--- src/rtl/div_handshake.sv ---
// Valid/ready wrapper around a combinational divider: operands are registered on
// acceptance, the divider is given LATENCY cycles to settle, then the result is held until taken.

module div_comb #(
    parameter int DIVIDEND = 6,
    parameter int DIVISOR  = 3
) (
    input  logic [DIVIDEND-1:0] dividend,
    input  logic [DIVISOR-1:0]  divisor,
    output logic [DIVIDEND-1:0] quotient,
    output logic [DIVISOR-1:0]  remainder
);
    logic [DIVISOR:0] rem;

    // Restoring long division; the partial remainder needs one guard bit.
    always_comb begin
        rem      = '0;
        quotient = '0;
        for (int i = DIVIDEND - 1; i >= 0; i--) begin
            rem = {rem[DIVISOR-1:0], dividend[i]};
            if (rem >= {1'b0, divisor}) begin
                rem         = rem - {1'b0, divisor};
                quotient[i] = 1'b1;
            end
        end
        remainder = rem[DIVISOR-1:0];
    end
endmodule

// Handshake semantics: a transfer happens at a rising edge where valid and ready are
// both 1; valid never depends on ready, and a producer holds its data until transfer.
module div_handshake #(
    parameter int DIVIDEND = 6,
    parameter int DIVISOR  = 3,
    parameter int LATENCY  = 2
) (
    input  logic                clk,
    input  logic                reset,
    input  logic                in_valid,
    output logic                in_ready,
    input  logic [DIVIDEND-1:0] in_dividend,
    input  logic [DIVISOR-1:0]  in_divisor,
    output logic                out_valid,
    input  logic                out_ready,
    output logic [DIVIDEND-1:0] out_quotient,
    output logic [DIVISOR-1:0]  out_remainder,
    output logic                out_dbz,
    output logic                busy,
    output logic [1:0]          fsm_state
);
    typedef enum logic [1:0] {
        S_IDLE = 2'd0,
        S_WAIT = 2'd1,
        S_DONE = 2'd2
    } state_t;

    state_t              state;
    logic [3:0]          count;
    logic [DIVIDEND-1:0] op_dividend;
    logic [DIVISOR-1:0]  op_divisor;
    logic [DIVIDEND-1:0] div_quotient;
    logic [DIVISOR-1:0]  div_remainder;
    logic                take;

    div_comb #(
        .DIVIDEND(DIVIDEND),
        .DIVISOR (DIVISOR)
    ) u_div (
        .dividend (op_dividend),
        .divisor  (op_divisor),
        .quotient (div_quotient),
        .remainder(div_remainder)
    );

    assign in_ready  = (state == S_IDLE) || ((state == S_DONE) && out_ready);
    assign take      = in_valid && in_ready;
    assign busy      = (state != S_IDLE);
    assign fsm_state = state;

    always_ff @(posedge clk) begin
        if (reset) begin
            state         <= S_IDLE;
            count         <= '0;
            op_dividend   <= '0;
            op_divisor    <= '0;
            out_valid     <= 1'b0;
            out_quotient  <= '0;
            out_remainder <= '0;
            out_dbz       <= 1'b0;
        end else if (take) begin
            // A zero divisor spends a single cycle in WAIT so its result is
            // presented one edge after the transfer, without waiting for the divider.
            op_dividend <= in_dividend;
            op_divisor  <= in_divisor;
            count       <= (in_divisor == '0) ? 4'd0 : 4'(LATENCY - 1);
            out_valid   <= 1'b0;
            state       <= S_WAIT;
        end else begin
            unique case (state)
                S_WAIT: begin
                    if (count == 4'd0) begin
                        if (op_divisor == '0) begin
                            out_quotient  <= '1;
                            out_remainder <= '0;
                            out_dbz       <= 1'b1;
                        end else begin
                            out_quotient  <= div_quotient;
                            out_remainder <= div_remainder;
                            out_dbz       <= 1'b0;
                        end
                        out_valid <= 1'b1;
                        state     <= S_DONE;
                    end else begin
                        count <= count - 4'd1;
                    end
                end
                S_DONE: begin
                    if (out_ready) begin
                        out_valid <= 1'b0;
                        state     <= S_IDLE;
                    end
                end
                default: ;
            endcase
        end
    end
endmodule

--- config.mk ---
export PLATFORM = sky130hd
export DESIGN_NAME = div_handshake
export DESIGN_NICKNAME = d
export VERILOG_FILES = /design/src/rtl/div_handshake.sv
export SDC_FILE = /design/constraint.sdc
export NUM_CORES = 1
export LEC_CHECK = 0
export CORE_ASPECT_RATIO = 2
export CORE_MARGIN = 4
export CORE_UTILIZATION = 27
export CTS_CLUSTER_SIZE = 10
export DETAILED_ROUTE_END_ITERATION = 7
export PLACE_DENSITY = 0.55
export SLEW_MARGIN = 20
export SYNTH_ARGS = -nofsm -noshare
export SYNTH_HDL_FRONTEND = slang
export SYNTH_SLANG_ARGS = --single-unit
--- constraint.sdc ---
create_clock -name clk -period 12.8 [get_ports clk]
set_clock_uncertainty 0.05 [all_clocks]
set_input_delay 2.56 -clock clk [delete_from_list [all_inputs] [get_ports clk]]
set_output_delay 2.56 -clock clk [all_outputs]
set_load 0.05 [all_outputs]
==> flow_summary.rst, run 1 <==
.. list-table::
   :header-rows: 1

   * - Metric
     - Value
   * - Number of cells after detailed placement
     - 323
   * - Final global-route overflow total
     - 0
   * - Buffers plus inverters on the worst setup path
     - 3
   * - Sequential share of the synthesized area
     - 27.2%
   * - Total of max-cap violations
     - 0
   * - Initial core utilization
     - 27.7%
   * - Worst Path Arrival
     - 8.59 ns
   * - Worst-case hold slack
     - 0.407 ns
   * - Slew at the pin closest to its max-slew limit
     - 0.960 ns
   * - Post-route antenna net violation count
     - 0
   * - Number of violations reported at the end of detailed-routing iteration 0
     - 33
   * - Port buffer count
     - 27
   * - Yosys warning total
     - 0
   * - Async set or reset register ratio after synthesis
     - 0%
   * - Global routing usage summed across all routing layers
     - 11.8%
   * - Total met2 wirelength after detailed routing
     - 2520 um
   * - Switching power total
     - 0.169 mW
   * - Non-filler cells, final
     - 327
   * - Final hold viol count
     - 0
   * - Clock group share of total power
     - 19.0%
   * - Unrepaired setup endpoints after global routing
     - no
   * - Register area
     - 500 um^2
   * - Worst flop-to-flop path endpoint
     - out_remainder[1]$_SDFFE_PP0P_
   * - Instance count of the mapped netlist
     - 214
   * - Post-detail-place hpwl
     - 3540 um
   * - Routed WL per cell
     - 13.6 um
   * - Count of final max-slew check failures
     - 0
   * - TNS Setup
     - 0 ns
   * - Initial antenna violation count
     - 0
   * - Number of resized instances in the post-cts repair step
     - 0
   * - Initial DRT Pass Iterations
     - 4
   * - Distinct cell type count of the synthesized netlist
     - 52
   * - Clock Pin Slew Worst Setup and Hold Paths
     - 0.07 ns
   * - Filler cells
     - 740
   * - Via total after detailed routing
     - 1559
   * - Core region area
     - 6620 um^2
   * - Share of total power consumed by net switching
     - 43.1%
   * - Critical Path Slowest Stage Cell
     - dfxtp_1
   * - DR vias/cell
     - 4.77
   * - Number of endpoints failing setup at the final stage
     - 0
   * - Layout overhead on the synthesized area
     - 23.6%
   * - Critical-path maximum fanout
     - 12
   * - Cell depth of the worst min-delay path
     - 2
   * - Routability congestion estimate from global placement
     - 0.837
   * - Max Fclk
     - 118 MHz
   * - CP startpoint kind
     - flop
   * - Max-slew headroom at the worst pin
     - 35.8%
   * - Mean cell area of the mapped netlist
     - 8.58 um^2
   * - Global-route wire length before repair
     - 7450 um
   * - Critical register-to-register path startpoint
     - op_divisor[1]$_SDFFE_PP0P_
   * - Vert. Die Dim
     - 125 um
   * - # DRC
     - 0
   * - Portion of total power attributed to combinational logic
     - 57.8%
   * - Capture endpoint of the worst hold path
     - op_dividend[1]$_SDFFE_PP0P_
   * - Cell area after synthesis
     - 1840 um^2
   * - Met1 WL
     - 1750 um
   * - Maximum vdd drop
     - 75.8 uV
   * - Largest net degree at the start of global routing
     - 25
   * - Met3 wire len
     - 67 um
   * - Register-to-register setup slack
     - 4.33 ns
   * - CTS Hold Bufs
     - 0
   * - Int Pwr
     - 0.222 mW
   * - Cell area after layout
     - 2270 um^2
   * - Post-synth net total
     - 250
   * - Data required time at the worst endpoint
     - 12.92 ns
   * - TritonCTS clock tree
     - done
   * - Count of state elements after synthesis
     - 25
   * - Multi-input gate area in the final layout
     - 1240 um^2
   * - Cts bufs inserted
     - 3
   * - Sequential fraction of design power
     - 23.2%
   * - Primary FF master, synth
     - dfxtp_1
   * - Die Footprint
     - 8270 um^2
   * - Depth of the most critical reg-to-reg path
     - 37
   * - Power density over the cells
     - 172 nW/um^2
   * - Cell Area, Placed
     - 2190 um^2
   * - Insertion delay of the later-clocked pin in the worst-skew pair
     - 0.27 ns
   * - Count of pins on the block boundary
     - 28
   * - Number of buffers between clock root and the deepest sink
     - 2
   * - Fraction of layout instances using a drive strength above 1
     - 9.21%
   * - Number of setup buffers added after CTS
     - 0
   * - Die Span X
     - 66.3 um
   * - Number of enable flip-flop cells after synthesis
     - 0
   * - Status
     - complete, no violations
   * - Number of sinks handled by clock tree synthesis
     - 25
   * - CTS root buffer
     - clkbuf_16
   * - Worst path most repeated cell
     - nand2_1
   * - Type of the tightest min-delay check
     - flop to flop
   * - Uppermost layer routed
     - met4
   * - Capturing element type of the critical path
     - flop
   * - Number of global-route vias before repair
     - 1557
   * - HP Start
     - op_dividend[1]$_SDFFE_PP0P_
   * - Clock period minus final worst setup slack
     - 8.47 ns
   * - Pleak
     - 0.868 nW
   * - N_diodes
     - 0
   * - Max stage delay on crit path
     - 0.70 ns
   * - Post-Route WL
     - 4460 um
   * - Gate family responsible for the most delay along the worst path
     - compound AO/OA/AOI/OAI gates
   * - Final critical-path share of the clock period
     - 66.2%
   * - Crit Path Class
     - flop to flop
   * - Number of nets in the finished design
     - 276
   * - Number of placement rows
     - 42
   * - Max H-tree Level
     - 1
[how the worst max path moves through the flow]
stage,startpoint,end,slack (ns),cells past startpoint
3_3_place_gp,op_divisor[1]$_SDFFE_PP0P_,out_remainder[1]$_SDFFE_PP0P_,4.41,38
6_report,op_divisor[1]$_SDFFE_PP0P_,out_remainder[1]$_SDFFE_PP0P_,4.33,37
5_1_grt,op_divisor[1]$_SDFFE_PP0P_,out_remainder[1]$_SDFFE_PP0P_,3.71,38
4_1_cts,op_divisor[1]$_SDFFE_PP0P_,out_remainder[1]$_SDFFE_PP0P_,4.26,37
3_5_place_dp,op_divisor[1]$_SDFFE_PP0P_,out_remainder[0]$_SDFFE_PP0P_,4.30,37
2_1_floorplan,op_divisor[1]$_SDFFE_PP0P_,out_remainder[0]$_SDFFE_PP0P_,5.31,39
[power groups by stage]
stage | Combinational (mW) | Sequential, mW | Clock (mW)
final | 0.226 | 0.0909 | 0.0742
after detailed placement | 0.227 | 0.0928 | 0
after global routing | 0.249 | 0.0921 | 0.0793
after global placement | 0.227 | 0.0927 | 0
after floorplan | 0.165 | 0.106 | 0
after CTS | 0.228 | 0.0911 | 0.0763
[layout by cell type, fill, tap and decap left out, drive strengths merged, types with 3 or more instances in the layout]
cell and count:
nand2 35, clkdlybuf4s50 27, dfxtp 25, inv 19
nor2 19, ha 18, a21oi 16, nor3 7
a211oi 7, o21ai 7, fa 5, xnor2 4
mux2i 4, o21a 3, xor2 3, clkbuf 3
or2 3, o211ai 3
[layer usage]
layer	GRT usage [%]	vias up
met4	6.59	0
met2	21.6	27
met3	0.542	7
met5	0	-
met1	12.7	731
li1	-	794
[worst reg2reg max path: cells and delay by family, from the launching register on]
| family | cells | cell delay [ns] |
|---|---|---|
| adder cells (fa/ha/maj) | 6 | 1.96 |
| multiplexers | 4 | 1.26 |
| AO/OA/AOI/OAI | 15 | 3.13 |
| flip-flops | 1 | 0.70 |
| buffers and inverters | 3 | 0.42 |
| AND/OR/NAND/NOR | 9 | 0.81 |
[through the flow]
stage               total power, mW  util [%]  worst slack (ns)
global placement              0.320      33.1              4.41
detailed placement            0.320      33.1              4.30
CTS                           0.396      34.3              4.26
finish                        0.391      34.3              4.33
global route                  0.420      34.3              3.71
floorplan                     0.271         -              5.31
[cell families after synthesis]
family / synth area share [%]
AO/OA/AOI/OAI: 23.2
XOR/XNOR: 3.34
AND/OR/NAND/NOR: 18.7
multiplexers: 4.50
flip-flops: 27.2
buffers and inverters: 5.31
adder cells (fa/ha/maj): 17.7
[cell usage after synthesis (2+ instances only)]
master / n / share of area [%]
inv_1: 19 / 3.9
mux2i_1: 2 / 1.1
a22o_1: 2 / 0.95
xnor2_1: 4 / 1.9
nor2_2: 2 / 0.68
or2_2: 2 / 0.68
dfxtp_1: 25 / 27
ha_1: 18 / 12
fa_1: 5 / 5.4
o21a_1: 3 / 1.2
nand2b_1: 2 / 0.68
o211ai_2: 2 / 1.4
a21o_1: 2 / 0.82
a211oi_1: 6 / 2.5
a21oi_1: 16 / 4.4
nor3_1: 7 / 1.9
or4b_1: 2 / 1.1
clkbuf_1: 5 / 1.0
xor2_1: 3 / 1.4
a21bo_1: 2 / 1.1
o21ai_2: 2 / 0.95
nand2_1: 35 / 7.2
nor2_1: 17 / 3.5
o21ai_0: 3 / 0.82
[flip-flops by register name (all words and copies together), names as in the netlist]
register       cells
op_dividend        6
out_quotient       6
count              4
op_divisor         3
out_remainder      3
fsm_state          1
out_dbz            1
out_valid          1
[area by class of cell]
class / count / area share, %
well taps: 88 / 4.85
clock inverters: 1 / 0.220
multi-input cells: 164 / 54.5
flip-flops and latches: 25 / 22.0
inverters: 19 / 3.14
clock buffers: 3 / 3.31
repair buffers: 27 / 11.9
No activity file was read; power rests on OpenSTA's default activity.
==> run 2, diff against run 1 <==
--- a/config.mk
+++ b/config.mk
@@ -10,7 +10,7 @@
 export CORE_UTILIZATION = 27
 export CTS_CLUSTER_SIZE = 10
 export DETAILED_ROUTE_END_ITERATION = 7
-export PLACE_DENSITY = 0.55
+export PLACE_DENSITY = 0.56
 export SLEW_MARGIN = 20
 export SYNTH_ARGS = -nofsm -noshare
 export SYNTH_HDL_FRONTEND = slang
==> constraint.sdc (replaced) <==
create_clock -name clk -period 7.36 [get_ports clk]
set_clock_uncertainty 0.05 [all_clocks]
set_input_delay 1.472 -clock clk [delete_from_list [all_inputs] [get_ports clk]]
set_output_delay 1.472 -clock clk [all_outputs]
set_load 0.05 [all_outputs]
==> run 2 against run 1 <==
  * Final area rose by 24%
  * Critical path type unchanged
  * Largest power group unchanged
  * Combinational power rose to 2.7 times the previous value
  * First-iteration DRC count rose by 24%
  * Sequential share of layout area fell by 4.1 points
  * Global-route usage rose by 1.6 points
  * Sequential cell count did not move
  * Largest cell class unchanged
==> flow_summary.rst, run 2 (synthesized netlist as in run 1, its figures left out) <==
.. list-table::
   :header-rows: 1

   * - Metric
     - Value
   * - Critical-path maximum fanout
     - 5 (was 12)
   * - Most common cell after layout, fill and taps aside
     - buf_4 (was nand2_1)
   * - Die Span X
     - 66.3 um (unchanged)
   * - Vert. Die Dim
     - 125 um (unchanged)
   * - Initial antenna violation count
     - 0 (unchanged)
   * - GRT busiest layer
     - met2 (unchanged)
   * - Slew at the pin closest to its max-slew limit
     - 0.977 ns (was 0.960 ns)
   * - Capturing element type of the critical path
     - flop (unchanged)
   * - Pleak
     - 1.11 nW (was 0.868 nW)
   * - Unrepaired setup endpoints after global routing
     - yes (was no)
   * - Largest net degree at the start of global routing
     - 25 (unchanged)
   * - Clock Pin Slew Worst Setup and Hold Paths
     - 0.07 ns (about the same)
   * - Worst Path Arrival
     - 7.27 ns (was 8.59 ns)
   * - Power density over the cells
     - 321 nW/um^2 (was 172 nW/um^2)
   * - Port buffer count
     - 27 (unchanged)
   * - Core region area
     - 6620 um^2 (unchanged)
   * - TritonCTS clock tree
     - done (unchanged)
   * - CTS root buffer
     - clkbuf_16 (unchanged)
   * - Crit Path Class
     - flop to flop (unchanged)
   * - Cts bufs inserted
     - 3 (unchanged)
   * - Max Fclk
     - 140 MHz (was 118 MHz)
   * - Clock period minus final worst setup slack
     - 7.16 ns (was 8.47 ns)
   * - Buffers plus inverters on the worst setup path
     - 6 (was 3)
   * - Die Footprint
     - 8270 um^2 (unchanged)
   * - Cell Area, Placed
     - 2430 um^2 (was 2190 um^2)
   * - Final critical-path share of the clock period
     - 97.3% (was 66.2%)
   * - Fin util
     - 42.6% (was 34.3%)
   * - Initial core utilization
     - 27.7% (unchanged)
   * - Final hold viol count
     - 0 (unchanged)
   * - Post-Route WL
     - 5280 um (was 4460 um)
   * - Fraction of layout instances using a drive strength above 1
     - 34.6% (was 9.21%)
   * - CP startpoint kind
     - flop (unchanged)
   * - Number of buffers between clock root and the deepest sink
     - 2 (unchanged)
   * - Insertion delay of the later-clocked pin in the worst-skew pair
     - 0.27 ns (about the same)
   * - Setup Slack @ Placement
     - -0.177 ns (was 4.30 ns)
   * - Most frequent cells in the layout
     - buf_4 (42), nand2_1 (33), clkdlybuf4s50_1 (27), dfxtp_1 (22), nor2_1 (16) (was nand2_1 (35), clkdlybuf4s50_1 (27), dfxtp_1 (25), inv_1 (19), ha_1 (18))
   * - Number of sinks handled by clock tree synthesis
     - 25 (unchanged)
   * - Gate family responsible for the most delay along the worst path
     - compound AO/OA/AOI/OAI gates (unchanged)
   * - DR vias/cell
     - 4.71 (was 4.77)
   * - Initial DRT Pass Iterations
     - 4 (unchanged)
   * - Post-route antenna net violation count
     - 0 (unchanged)
   * - Count of final max-slew check failures
     - 0 (unchanged)
   * - Number of endpoints failing setup at the final stage
     - 0 (unchanged)
   * - Routability congestion estimate from global placement
     - 0.827 (was 0.837)
   * - Maximum vdd drop
     - 135 uV (was 75.8 uV)
   * - Max stage delay on crit path
     - 0.35 ns (was 0.70 ns)
   * - TNS Setup
     - 0 ns (unchanged)
   * - Max H-tree Level
     - 1 (unchanged)
   * - Max-slew headroom at the worst pin
     - 34.6% (was 35.8%)
   * - Total of max-cap violations
     - 0 (unchanged)
   * - Global-route wire length before repair
     - 8650 um (was 7450 um)
   * - Routed WL per cell
     - 14.2 um (was 13.6 um)
   * - Via total after detailed routing
     - 1748 (was 1559)
   * - Cell area after layout
     - 2820 um^2 (was 2270 um^2)
   * - Post-layout worst setup margin
     - 0.198 ns (was 4.33 ns)
   * - Count of pins on the block boundary
     - 28 (unchanged)
   * - # DRC
     - 0 (unchanged)
   * - Layout overhead on the synthesized area
     - 53.4% (was 23.6%)
   * - Met1 Use GR
     - 13.0% (was 12.7%)
   * - Global routing usage summed across all routing layers
     - 13.4% (was 11.8%)
   * - Final global-route overflow total
     - 0 (unchanged)
   * - Number of global-route vias before repair
     - 1851 (was 1557)
   * - Status
     - complete, no violations (unchanged)
   * - N_diodes
     - 0 (unchanged)
   * - Number of violations reported at the end of detailed-routing iteration 0
     - 41 (was 33)
   * - Post-detail-place hpwl
     - 3960 um (was 3540 um)
   * - Power consumption
     - 0.904 mW (was 0.391 mW)
   * - Number of placement rows
     - 42 (unchanged)
   * - Met2 Use GR
     - 26.9% (was 21.6%)
   * - CTS Hold Bufs
     - 0 (unchanged)
   * - Met3 track utilization from global routing
     - 0.722% (was 0.542%)
   * - Type of the tightest min-delay check
     - flop to flop (unchanged)
   * - Top Registers
     - op_dividend x6, out_quotient x6, count x4 (unchanged)
   * - Critical Path Slowest Stage Cell
     - mux2_4 (was dfxtp_1)
   * - Data required time at the worst endpoint
     - 7.47 ns (was 12.92 ns)
   * - Number of nets in the finished design
     - 320 (was 276)
==> run 2: cell type report <==
| type | instances | area, um^2 |
|---|---|---|
| fillers | 677 | 3800 |
| multi-input cells | 164 | 1450 |
| repair buffers | 71 | 608 |
| flip-flops and latches | 25 | 504 |
| well taps | 88 | 110 |
| clock buffers | 4 | 78.8 |
| inverters | 19 | 71.3 |
==> run 2: worst paths after layout <==
kind / start / to / slack, ns / cells past startpoint
min reg2reg: op_dividend[3]$_SDFFE_PP0P_ / op_dividend[3]$_SDFFE_PP0P_ / 0.40 / 2
max: op_dividend[5]$_SDFFE_PP0P_ / out_remainder[1]$_SDFFE_PP0P_ / 0.20 / 39
min: op_dividend[3]$_SDFFE_PP0P_ / op_dividend[3]$_SDFFE_PP0P_ / 0.40 / 2
max reg2reg: op_dividend[5]$_SDFFE_PP0P_ / out_remainder[1]$_SDFFE_PP0P_ / 0.20 / 39
==> run 2: worst reg2reg max path, delay by kind of cell (launching register included) <==
| kind | cells | cell delay, ns |
|---|---|---|
| AOI/OAI and AO/OA | 17 | 3.21 |
| adders and majority gates | 6 | 1.45 |
| buffers and inverters | 6 | 0.61 |
| DFF | 1 | 0.33 |
| muxes | 3 | 0.68 |
| and+or+nand+nor | 7 | 0.73 |
==> run 2: repair_timing <==
| action | CTS | global route |
|---|---|---|
| endpoints found under the setup margin | 4 | 4 |
| setup buffers | 1 | 11 |
| pin swaps | 2 | 32 |
| cloned | 0 | 0 |
| resized for setup | 8 | 36 |
==> run 2: per-stage QoR <==
step	hold WS, ns	std cells
after global routing	0.433	371
final	0.404	371
after floorplan	0.386	214
after global placement	0.393	355
after CTS	0.407	360
after detailed placement	0.398	355
==> run 2: power breakdown <==
part	internal, mW	switching [mW]	total [mW]
combinational	0.315	0.305	0.620
sequential	0.148	0.00839	0.156
clock	0.0744	0.0539	0.128
==> run 2: per-layer routing <==
metal  vias to the layer above  wire [um]  part of all wire, %
li1                        876          -                    -
met1                       833       1840                   35
met2                        29       3240                   61
met3                        10         72                  1.4
met4                         0        131                  2.5
met5                         -          0                    0
==> run 3, diff against run 2 <==
--- a/config.mk
+++ b/config.mk
@@ -10,7 +10,8 @@
 export CORE_UTILIZATION = 27
 export CTS_CLUSTER_SIZE = 10
 export DETAILED_ROUTE_END_ITERATION = 7
-export PLACE_DENSITY = 0.56
+export PLACE_DENSITY = 0.46
+export SETUP_SLACK_MARGIN = 0.15
 export SLEW_MARGIN = 20
 export SYNTH_ARGS = -nofsm -noshare
 export SYNTH_HDL_FRONTEND = slang
==> run 3 against run 2 <==
  * Critical path depth shrank 1
  * Worst setup slack better by 0.090 ns
  * Combinational power decreased by 8.2%
  * Non-clock buffer count decreased by 14
  * First-iteration DRC count down 24%
  * Sequential power is essentially flat
  * Critical endpoint is now out_remainder[2]$_SDFFE_PP0P_
  * Largest power group unchanged
  * Highest routed layer unchanged
==> flow_summary.rst, run 3 (synthesized netlist as in run 1, its figures left out) <==
.. list-table::
   :header-rows: 1

   * - Metric
     - Value
   * - Status
     - complete, no violations (unchanged)
   * - Via total after detailed routing
     - 1696 (was 1748)
   * - Most frequent cells in the layout
     - nand2_1 (29), buf_4 (29), clkdlybuf4s50_1 (27), dfxtp_1 (21) (was buf_4 (42), nand2_1 (33), clkdlybuf4s50_1 (27), dfxtp_1 (22), nor2_1 (16))
   * - CP startpoint kind
     - flop (unchanged)
   * - Die Span X
     - 66.3 um (unchanged)
   * - Critical-path maximum fanout
     - 4 (was 5)
   * - Worst Path Arrival
     - 7.18 ns (was 7.27 ns)
   * - Buffers plus inverters on the worst setup path
     - 5 (was 6)
   * - Maximum vdd drop
     - 146 uV (was 135 uV)
   * - Worst flop-to-flop path endpoint
     - out_remainder[2]$_SDFFE_PP0P_ (was out_remainder[1]$_SDFFE_PP0P_)
   * - Post-route antenna net violation count
     - 0 (unchanged)
   * - Critical register-to-register path startpoint
     - op_dividend[5]$_SDFFE_PP0P_ (unchanged)
   * - HP Start
     - op_dividend[0]$_SDFFE_PP0P_ (was op_dividend[3]$_SDFFE_PP0P_)
   * - Critical path origin
     - op_dividend[5]$_SDFFE_PP0P_ (unchanged)
   * - Power density over the cells
     - 317 nW/um^2 (was 321 nW/um^2)
   * - Port buffer count
     - 27 (unchanged)
   * - DR vias/cell
     - 4.75 (was 4.71)
   * - Number of violations reported at the end of detailed-routing iteration 0
     - 31 (was 41)
   * - Number of placement rows
     - 42 (unchanged)
   * - Gate family responsible for the most delay along the worst path
     - compound AO/OA/AOI/OAI gates (unchanged)
   * - Critical Path Slowest Stage Cell
     - fa_2 (was mux2_4)
   * - Met3 track utilization from global routing
     - 1.71% (was 0.722%)
   * - Depth of the most critical reg-to-reg path
     - 38 (was 39)
   * - Met2 Use GR
     - 25.7% (was 26.9%)
   * - Clock Pin Slew Worst Setup and Hold Paths
     - 0.07 ns (about the same)
   * - Clock period minus final worst setup slack
     - 7.07 ns (was 7.16 ns)
   * - CTS root buffer
     - clkbuf_16 (unchanged)
   * - Number of nets in the finished design
     - 306 (was 320)
   * - Met1 Use GR
     - 13.6% (was 13.0%)
   * - Number of sinks handled by clock tree synthesis
     - 25 (unchanged)
   * - Logic depth of the worst setup path including buffers
     - 38 (was 39)
   * - Pleak
     - 1.03 nW (was 1.11 nW)
   * - Total of max-cap violations
     - 0 (unchanged)
   * - Max Fclk
     - 141 MHz (was 140 MHz)
   * - Capturing element type of the critical path
     - flop (unchanged)
   * - Unrepaired setup endpoints after global routing
     - yes (unchanged)
   * - Die Footprint
     - 8270 um^2 (unchanged)
   * - Number of buffers between clock root and the deepest sink
     - 2 (unchanged)
   * - Initial antenna violation count
     - 0 (unchanged)
   * - Non-filler cells, final
     - 357 (was 371)
   * - Cts bufs inserted
     - 3 (unchanged)
   * - Power consumption
     - 0.852 mW (was 0.904 mW)
   * - Layout overhead on the synthesized area
     - 46.3% (was 53.4%)
   * - Post-detail-place hpwl
     - 3960 um (about the same)
   * - GRT busiest layer
     - met2 (unchanged)
   * - Count of pins on the block boundary
     - 28 (unchanged)
   * - Vert. Die Dim
     - 125 um (unchanged)
   * - Crit Path Class
     - flop to flop (unchanged)
   * - Post-Route WL
     - 5350 um (was 5280 um)
   * - Filler cells
     - 717 (was 677)
   * - Fin util
     - 40.6% (was 42.6%)
   * - Fraction of layout instances using a drive strength above 1
     - 33.5% (was 34.6%)
   * - Max stage delay on crit path
     - 0.37 ns (was 0.35 ns)
   * - CTS Hold Bufs
     - 0 (unchanged)
   * - Critical path capture point
     - out_remainder[2]$_SDFFE_PP0P_ (was out_remainder[1]$_SDFFE_PP0P_)
   * - TritonCTS clock tree
     - done (unchanged)
   * - Count of final max-slew check failures
     - 0 (unchanged)
   * - Number of endpoints failing setup at the final stage
     - 0 (unchanged)
   * - Number of cells after detailed placement
     - 348 (was 355)
   * - Cell area after layout
     - 2690 um^2 (was 2820 um^2)
   * - Routability congestion estimate from global placement
     - 0.815 (was 0.827)
   * - Data required time at the worst endpoint
     - 7.47 ns (about the same)
   * - Register area
     - 505 um^2 (was 504 um^2)
   * - Routed WL per cell
     - 15.0 um (was 14.2 um)
   * - Slew at the pin closest to its max-slew limit
     - 1.12 ns (was 0.977 ns)
   * - Initial DRT Pass Iterations
     - 3 (was 4)
   * - Final hold viol count
     - 0 (unchanged)
   * - Core region area
     - 6620 um^2 (unchanged)
   * - Top Registers
     - op_dividend x6, out_quotient x6, count x4 (unchanged)
   * - Cell Area, Placed
     - 2380 um^2 (was 2430 um^2)
   * - Type of the tightest min-delay check
     - flop to flop (unchanged)
   * - Initial core utilization
     - 27.7% (unchanged)
   * - Final global-route overflow total
     - 0 (unchanged)
   * - Worst-case hold slack
     - 0.407 ns (was 0.404 ns)
   * - Largest net degree at the start of global routing
     - 25 (unchanged)
   * - Register-to-register setup slack
     - 0.29 ns (was 0.20 ns)
   * - Final critical-path share of the clock period
     - 96.1% (was 97.3%)
   * - Insertion delay of the later-clocked pin in the worst-skew pair
     - 0.27 ns (about the same)
   * - N_diodes
     - 0 (unchanged)
   * - Worst path most repeated cell
     - nand2_2
   * - Global routing usage summed across all routing layers
     - 13.7% (was 13.4%)
   * - Global-route wire length before repair
     - 8590 um (was 8650 um)
   * - Max-slew headroom at the worst pin
     - 25.1% (was 34.6%)
   * - Number of global-route vias before repair
     - 1770 (was 1851)
   * - Max H-tree Level
     - 1 (unchanged)
   * - Multi-input gate area in the final layout
     - 1420 um^2 (was 1450 um^2)
   * - # DRC
     - 0 (unchanged)
==> run 3: power by group <==
| group | total [mW] | switching [mW] | internal [mW] |
|---|---|---|---|
| sequential | 0.157 | 0.00908 | 0.148 |
| combinational | 0.569 | 0.293 | 0.276 |
| clock | 0.126 | 0.0527 | 0.0735 |
==> run 3: final cells by class <==
| cell class | instances | area share (%) |
|---|---|---|
| clock inverters | 1 | 0.186 |
| multi-input cells | 164 | 52.9 |
| well taps | 88 | 4.10 |
| repair buffers | 57 | 18.6 |
| flip-flops and latches | 25 | 18.8 |
| clock buffers | 3 | 2.79 |
| inverters | 19 | 2.65 |
==> run 3: worst min path at each step <==
stage          cells after the start                     endpoint
2_1_floorplan                      2  op_dividend[0]$_SDFFE_PP0P_
4_1_cts                            2  op_dividend[3]$_SDFFE_PP0P_
6_report                           2  op_dividend[0]$_SDFFE_PP0P_
3_3_place_gp                       2  op_dividend[3]$_SDFFE_PP0P_
3_5_place_dp                       2  op_dividend[3]$_SDFFE_PP0P_
5_1_grt                            2  op_dividend[0]$_SDFFE_PP0P_
==> run 3: per-layer routing <==
metal	vias up	part of all wire [%]
li1	851	-
met1	811	37
met2	23	58
met3	11	2.1
met4	0	2.9
met5	-	0
==> run 3: what timing repair did <==
| item | in CTS | in global routing |
|---|---|---|
| setup endpoints to repair | 4 | 4 |
| gates resized for setup | 4 | 40 |
| buffers inserted | 3 | 2 |
| pin swaps | 2 | 29 |
==> run 3: metrics by stage <==
step | setup TNS (ns) | worst slack (ns)
final | 0 | 0.288
after global routing | -0.397 | -0.107
after CTS | 0 | 0.175
after detailed placement | -0.0198 | -0.0151
after global placement | 0 | 0.151
after floorplan | 0 | 0.192
==> run 3: worst register-to-register path: cells and delay by family, from the launching register on <==
family          cells  cell delay, ns
compound gates     16            2.75
fa+ha+maj           6            1.58
buf+inv             5            0.56
flops               1            0.33
mux                 3            0.91
simple gates        8            0.77
